[src/rtl/hb3_pkg.sv]
// Shared types and defaults for the PmodHB3 H-bridge motor channel.
package hb3_pkg;

   typedef enum logic {
      RUN  = 1'b0,
      DEAD = 1'b1
   } state_e;

   localparam int SPEED_W             = 16;
   localparam int DEF_PWM_BITS        = 8;
   localparam int DEF_PRESCALE        = 100;
   localparam int DEF_DEADTIME_CYCLES = 100000;
   localparam int DEF_SAMPLE_CYCLES   = 1000000;

   // Counter width able to hold 0..n-1, never narrower than one bit.
   function automatic int cnt_w(input int n);
      return (n > 1) ? $clog2(n) : 1;
   endfunction

endpackage

[src/rtl/hb3_speed_meter.sv]
// Hall-sensor speed meter: synchronises SA, counts rising edges per fixed window.
module hb3_speed_meter
   import hb3_pkg::*;
#(
   parameter int SAMPLE_CYCLES = DEF_SAMPLE_CYCLES
) (
   input  logic               clk,
   input  logic               reset,
   input  logic               sa_in,
   output logic [SPEED_W-1:0] speed_count,
   output logic               speed_valid
);

   localparam int               WIN_W    = cnt_w(SAMPLE_CYCLES);
   localparam logic [WIN_W-1:0] WIN_LAST = WIN_W'(SAMPLE_CYCLES - 1);

   logic               sa_meta;
   logic               sa_sync;
   logic               sa_sync_d;
   logic               rise;
   logic               win_end;
   logic [WIN_W-1:0]   win_cnt;
   logic [SPEED_W-1:0] edge_cnt;

   assign rise    = sa_sync & ~sa_sync_d;
   assign win_end = (win_cnt == WIN_LAST);

   always_ff @(posedge clk) begin
      if (reset) begin
         sa_meta     <= 1'b0;
         sa_sync     <= 1'b0;
         sa_sync_d   <= 1'b0;
         win_cnt     <= '0;
         edge_cnt    <= '0;
         speed_count <= '0;
         speed_valid <= 1'b0;
      end else begin
         sa_meta     <= sa_in;
         sa_sync     <= sa_meta;
         sa_sync_d   <= sa_sync;
         speed_valid <= win_end;
         if (win_end) begin
            win_cnt     <= '0;
            speed_count <= edge_cnt;
            // An edge on the closing cycle belongs to the window that starts next.
            edge_cnt    <= rise ? SPEED_W'(1) : '0;
         end else begin
            win_cnt <= win_cnt + 1'b1;
            if (rise && (edge_cnt != '1))
               edge_cnt <= edge_cnt + 1'b1;
         end
      end
   end

endmodule

[src/rtl/hb3_motor_channel.sv]
// One PmodHB3 channel: PWM generation, dead time on direction reversal, speed measurement.
module hb3_motor_channel
   import hb3_pkg::*;
#(
   parameter int PWM_BITS        = DEF_PWM_BITS,
   parameter int PRESCALE        = DEF_PRESCALE,
   parameter int DEADTIME_CYCLES = DEF_DEADTIME_CYCLES,
   parameter int SAMPLE_CYCLES   = DEF_SAMPLE_CYCLES
) (
   input  logic                sys_clock,
   input  logic                reset,
   input  logic                cmd_valid,
   output logic                cmd_ready,
   input  logic [PWM_BITS-1:0] cmd_duty,
   input  logic                cmd_dir,
   output logic                pwm_out,
   output logic                dir_out,
   input  logic                sa_in,
   output logic [SPEED_W-1:0]  speed_count,
   output logic                speed_valid,
   output logic                busy
);

   localparam int                PRE_W     = cnt_w(PRESCALE);
   localparam int                DEAD_W    = cnt_w(DEADTIME_CYCLES);
   localparam logic [PRE_W-1:0]  PRE_LAST  = PRE_W'(PRESCALE - 1);
   localparam logic [DEAD_W-1:0] DEAD_LAST = DEAD_W'(DEADTIME_CYCLES - 1);

   state_e              state;
   state_e              state_nxt;
   logic [PRE_W-1:0]    presc_cnt;
   logic [PWM_BITS-1:0] pwm_cnt;
   logic [PWM_BITS-1:0] duty_active;
   logic [PWM_BITS-1:0] duty_pend;
   logic                dir_pend;
   logic [DEAD_W-1:0]   dead_cnt;
   logic                tick;
   logic                wrap;
   logic                accept;
   logic                reverse;
   logic                dead_done;

   assign tick = (presc_cnt == PRE_LAST);
   assign wrap = tick && (pwm_cnt == '1);

   always_ff @(posedge sys_clock) begin
      if (reset) state <= RUN;
      else       state <= state_nxt;
   end

   always_comb begin
      state_nxt = state;
      cmd_ready = 1'b0;
      busy      = 1'b0;
      accept    = 1'b0;
      reverse   = 1'b0;
      dead_done = 1'b0;
      case (state)
         RUN: begin
            cmd_ready = 1'b1;
            accept    = cmd_valid;
            reverse   = cmd_valid && (cmd_dir != dir_out);
            if (reverse) state_nxt = DEAD;
         end
         DEAD: begin
            busy      = 1'b1;
            dead_done = (dead_cnt == DEAD_LAST);
            if (dead_done) state_nxt = RUN;
         end
         default: state_nxt = RUN;
      endcase
   end

   always_ff @(posedge sys_clock) begin
      if (reset) begin
         presc_cnt   <= '0;
         pwm_cnt     <= '0;
         duty_active <= '0;
         duty_pend   <= '0;
         dir_pend    <= 1'b0;
         dead_cnt    <= '0;
         dir_out     <= 1'b0;
         pwm_out     <= 1'b0;
      end else begin
         // Leaving DEAD restarts the PWM at the start of a fresh period.
         if (dead_done) begin
            presc_cnt <= '0;
            pwm_cnt   <= '0;
         end else begin
            presc_cnt <= tick ? '0 : presc_cnt + 1'b1;
            if (tick) pwm_cnt <= pwm_cnt + 1'b1;
         end

         if (accept) begin
            duty_pend <= cmd_duty;
            dir_pend  <= cmd_dir;
         end

         if (dead_done) begin
            dir_out     <= dir_pend;
            duty_active <= duty_pend;
         end else if ((state == RUN) && wrap) begin
            duty_active <= duty_pend;
         end

         if (reverse)            dead_cnt <= '0;
         else if (state == DEAD) dead_cnt <= dead_cnt + 1'b1;

         pwm_out <= (state == RUN) && !reverse && (pwm_cnt < duty_active);
      end
   end

   hb3_speed_meter #(
      .SAMPLE_CYCLES(SAMPLE_CYCLES)
   ) u_speed (
      .clk         (sys_clock),
      .reset       (reset),
      .sa_in       (sa_in),
      .speed_count (speed_count),
      .speed_valid (speed_valid)
   );

endmodule

[config.mk]
export PLATFORM = sky130hd
export DESIGN_NAME = hb3_motor_channel
export DESIGN_NICKNAME = d
export VERILOG_FILES = /design/src/rtl/hb3_pkg.sv /design/src/rtl/hb3_speed_meter.sv /design/src/rtl/hb3_motor_channel.sv
export SDC_FILE = /design/constraint.sdc
export NUM_CORES = 1
export LEC_CHECK = 0
export CORE_ASPECT_RATIO = 1.25
export CORE_MARGIN = 3
export CORE_UTILIZATION = 25
export CTS_CLUSTER_SIZE = 30
export DETAILED_ROUTE_END_ITERATION = 6
export SYNTH_ARGS = -nofsm -noshare
export SYNTH_HDL_FRONTEND = slang
export SYNTH_SLANG_ARGS = --single-unit
[constraint.sdc]
create_clock -name sys_clock -period 2.37 [get_ports sys_clock]
set_input_delay 0.474 -clock sys_clock [delete_from_list [all_inputs] [get_ports sys_clock]]
set_output_delay 0.474 -clock sys_clock [all_outputs]
set_load 0.03 [all_outputs]
======== Word level (Yosys, flattened, before mapping) ========
Cells that the tools add are included.
word-level totals
  register bits ........................... 108
  bits of input ports ..................... 13
  logic and storage cells ................. 57
operators by class
  add/subtract/negate cells ............... 5
  magnitude comparators ................... 1
  equality and inequality tests ........... 6
  mux-type cells .......................... 13
  bitwise logic cells ..................... 3
  reduce and logical (&&, ||, !) cells .... 13
operators by type and width
  operator               count
  $mux 16                2
  $add 20x1->20 const B  1
  $eq 20x20->1 const B   1
  $add 17x1->17 const B  1
  $eq 17x17->1 const B   1
  $add 16x1->16 const B  1
  $mux 8                 2
  $ne 16x16->1 const B   1
  $add 8x1->8 const B    1
  $eq 8x8->1 const B     1
  $lt 8x8->1             1
  $mux 1                 8
  $add 7x1->7 const B    1
  $eq 7x7->1 const B     1
  $logic_and 1x1->1      6
  $reduce_or 2->1        3
  $reduce_bool 2->1      2
  $reduce_or 3->1        1
  $not 1->1              2
  $pmux 1 s2             1
  $and 1x1->1            1
  $logic_not 1->1        1
  $ne 1x1->1             1

======== Depth between registers and ports, before layout ========
  word-level depth ........................ 6
  depth in mapped cells ................... 9
  gate-level depth less buffers ........... 6

======== Hierarchy ========
Synthesis repeated with hierarchy kept, for this count alone.
unflattened totals
  cell total of the unflattened synthesis .. 551
  area total of the unflattened synthesis .. 4865.9 µm²
modules (own cells, without submodules)
  module             times used  cells an instance  area each (µm²)  seq. area each (µm²)
  hb3_speed_meter    1           295                2577.5           1121.1
  hb3_motor_channel  1           256                2288.4           1041.0

======== Worst setup path after synthesis ========
Ideal clock, no wire load.
  path type ............................... register -> register
  start point ............................. register state
  end point ............................... register duty_active[0]
  arrival time ............................ 1.890 ns
  data required time ...................... 2.242 ns
  path slack .............................. 0.352 ns
  cell stages (with the launch flop) ...... 7
  buffers on the path ..................... 1
  cells stage by stage .................... dfxtp_1 > buf_4 > nand3_2 > or4_4 > o32ai_4 > mux2i_1 > nor2_1
between the ends
  word-level cells in the longest chain between the ends .. 3
ends and longest elaborated chain
  what                                RTL line                  source
  start: declaration                  hb3_motor_channel.sv:29   state_e state;
  start signal: assignment            hb3_motor_channel.sv:48   else state <= state_nxt;
  $not 1->1                           n/a
  $logic_and 1x1->1                   hb3_motor_channel.sv:102  end else if ((state == RUN) && wrap) begin
  $reduce_bool 2->1 (no source line)  n/a
  end signal: assignment              hb3_motor_channel.sv:101  duty_active <= duty_pend;
  end signal: assignment              hb3_motor_channel.sv:103  duty_active <= duty_pend;
  end: declaration                    hb3_motor_channel.sv:33   logic [PWM_BITS-1:0] duty_active;
Several ways; a longest one is shown, not always the timed one.
A chain may end at the register's enable or synchronous reset.

======== Worst setup path after layout ========
  start point ............................. register state
  end point ............................... output port cmd_ready
between the ends
  word-level cells in the longest chain between the ends .. 1
ends and longest elaborated chain
  what              RTL line                 source
  $mux 1            hb3_motor_channel.sv:58  case (state)
  end: declaration  hb3_motor_channel.sv:13  output logic cmd_ready,
Every way passes these cells.

==> impl_metrics.yaml <==
synth:
  syn-num-nets: 553
  synthTopCellsByArea: "dfxtp_1, nor2_1, nand2_1"
  syn_area_mm2: 0.00460
  ys_types: 42
  yosysSeqAreaShare_pct: 47.0
  syn_avg_cell_area_um2: 8.72
  ys.flop_type: "dfxtp_1"
  synth_top_area_share_pct: 47.0
  yosys.area.top_type: "dfxtp_1"
  synth-seq-cells: 108
  ys_warn_count: 0
  ys_async_sr_fraction_pct: 0
  netlist_instances: 528
  synth-edff-count: 0
place:
  place_ws_ps: 348
  portBuffers: 33
  dp_hpwl_mm: 6.67
  place_congestion: 0.769
detailed_routing:
  viasPerCell: 4.40
  met2WireLength_mm: 4.52
  wl_per_cell_um: 11.6
  drt-initial-drc-count: 172
  postRouteAntennaNets: 0
  maxUsedRoutingLayer: "met4"
  finalWirelength_mm: 9.19
  wl_met1_mm: 4.22
  vias: 3493
  drc: 0
  dr_wl_met3_um: 281
  drt-pass1-iter-count: 4
clocking:
  clock_sinks: 108
  clk_root_buffer_cell: "clkbuf_16"
  clkLatencyLatePin_ps: 340
  cts_tree: "done"
  hold_buffers: 0
  clock_path_buffers: 2
  cts_made_buffers: 9
  clk_pin_slew_ps: 60
  htreeDepth: 3
  post_cts.repair.setup_buffers: 0
  cts_resized: 0
setup_path:
  critPathKind: "reg -> out"
  cp.required_ps: 1900
  r2r_cells: 6
  cp-start-kind: "flop"
  end_kind: "primary output"
  arrival_ps: 1590
  regToRegStartpoint: "dead_cnt[0]"
  rrSetupSlack_ps: 350
  timing.rr.end: "duty_active[1]"
  path_max_fanout: 9
grt:
  grt_pass1_vias: 3302
  grt_util_all_layers_pct: 9.53
  grt_max_degree: 27
  grt_remaining_overflow: 0
  grt_pass1_wl_mm: 15.5
  antenna_found_initial: 0
finish:
  fillerInstances: 1905
  nets: 590
  syn2layout_area_growth_pct: 19.2
  diodes: 0
  drive_above_1_share_pct: 5.62
sta:
  setup_viol: 0
  fin_crit_sh_pct: 87.2
  worst_slack_ps: 304
  finalSetupTns_ps: 0
  worst_pin_slew_ps: 612
  rsz0062_at_grt: "false"
  hold_viol: 0
  layout_min_cycle_time_ps: 2070
  clock_skew_ps: 9.63
  max_freq_mhz: 484
  relSlewSlack_pct: 58.8
  hold_ws_ps: 446
  finalMaxSlewViolations: 0
hold_path:
  hp-class: "reg -> reg"
  hold_depth: 1
  hp-start: "presc_cnt[0]"
  hold_path_end: "presc_cnt[0]"
floorplanning:
  initial_utilization_pct: 25.9
  die_w_um: 127
  core_mm2: 0.0178
  dieArea_mm2: 0.0201
  io_pins: 34
  rows: 54
  die_h_um: 158
run:
  maxCapViolCount: 0
power:
  power_density_mw_per_mm2: 627
  leakagePower_nw: 1.83
  ir_drop_mv: 0.326
outcome:
  status: "finished clean"
## synthesized netlist by cell type (5+ instances only)
| cell | instances |
|---|---|
| dfxtp_1 | 108 |
| nor3_1 | 9 |
| and3_1 | 6 |
| inv_1 | 12 |
| mux2i_1 | 13 |
| and4_1 | 6 |
| nor4_1 | 7 |
| nand2_1 | 78 |
| o21ai_0 | 7 |
| xnor2_1 | 27 |
| a21oi_1 | 33 |
| xor2_1 | 26 |
| ha_1 | 12 |
| nor2b_1 | 5 |
| nand4_1 | 12 |
| clkbuf_1 | 10 |
| nand3_1 | 24 |
| or3_1 | 5 |
| nor2_1 | 87 |
## metrics by stage
| step | util (%) | area, um^2 | instances | total power, mW |
|---|---|---|---|---|
| floorplan | - | 4600 | 528 | 1.98 |
| global placement | 29.3 | 5200 | 778 | 2.03 |
| detailed placement | 29.3 | 5200 | 778 | 2.03 |
| CTS | 30.9 | 5490 | 793 | 3.51 |
| global route | 30.9 | 5490 | 793 | 3.60 |
| finish | 30.9 | 5490 | 793 | 3.44 |
## cells in the final DEF (no fill, tap or decap), types with 9 or more instances in the layout
cell type,count
dfxtp_1,108
ha_1,12
clkdlybuf4s50_1,32
clkbuf_16,9
nand4_1,12
nor3_1,9
xnor2_1,27
a21oi_1,33
nand2_1,78
nor2_1,87
inv_1,12
nand3_1,24
xor2_1,26
mux2i_1,13
buf_4,11
## cells by family (layout without fill, tap and decap cells)
| logic type | count (synthesis) | after routing | synth area share (%) |
|---|---|---|---|
| AOI/OAI and AO/OA | 48 | 48 | 6.03 |
| muxes | 13 | 13 | 2.83 |
| buffers and inverters | 30 | 71 | 2.88 |
| DFF | 108 | 108 | 47.0 |
| adders and majority gates | 12 | 12 | 3.26 |
| xor gates and xnor gates | 53 | 53 | 10.1 |
| and+or+nand+nor | 264 | 264 | 28.0 |
## state kept, by name (all words and copies together), names as in the netlist
register / flops
u_speed.sa_meta: 1
u_speed.edge_cnt: 16
duty_active: 8
pwm_cnt: 8
dead_cnt: 17
u_speed.win_cnt: 20
pwm_out: 1
u_speed.sa_sync: 1
u_speed.sa_sync_d: 1
dir_pend: 1
dir_out: 1
presc_cnt: 7
u_speed.speed_valid: 1
state: 1
u_speed.speed_count: 16
duty_pend: 8
## worst max-delay path, cell delays in order, from the launching register on
cell,delay (ps)
dfxtp_1,320
buf_4,170
inv_1,90
clkdlybuf4s50_1,670
## cell type report
class	count	area, um^2	area share, %
clock buffer	12	236	4.31
clock inverter	3	47.5	0.866
inverter	12	45.0	0.821
multi-input combinational	390	2310	42.1
sequential	108	2160	39.4
tap	224	280	5.11
timing repair buffer	44	408	7.43
## worst max-delay path by stage
stage,depth (start not counted),slack [ps],endpoint,startpoint
3_3_place_gp,6,360,duty_active[1],dead_cnt[0]
4_1_cts,3,270,cmd_ready,state
2_1_floorplan,6,350,duty_active[0],state
3_5_place_dp,6,350,duty_active[5],dead_cnt[0]
5_1_grt,6,170,duty_active[5],dead_cnt[0]
6_report,3,300,cmd_ready,state
## metal layers
metal / vias to the layer above / global-route usage, %
li1: 1854 / -
met1: 1592 / 11.4
met2: 37 / 16.2
met3: 10 / 2.26
met4: 0 / 4.29
met5: - / 0
## power by group
| part | switching, mW | internal (mW) | total (mW) |
|---|---|---|---|
| clock | 0.635 | 0.821 | 1.46 |
| sequential | 0.0163 | 1.84 | 1.85 |
| combinational | 0.0761 | 0.0555 | 0.132 |
Note: power is estimated with default switching activity, not from simulation.
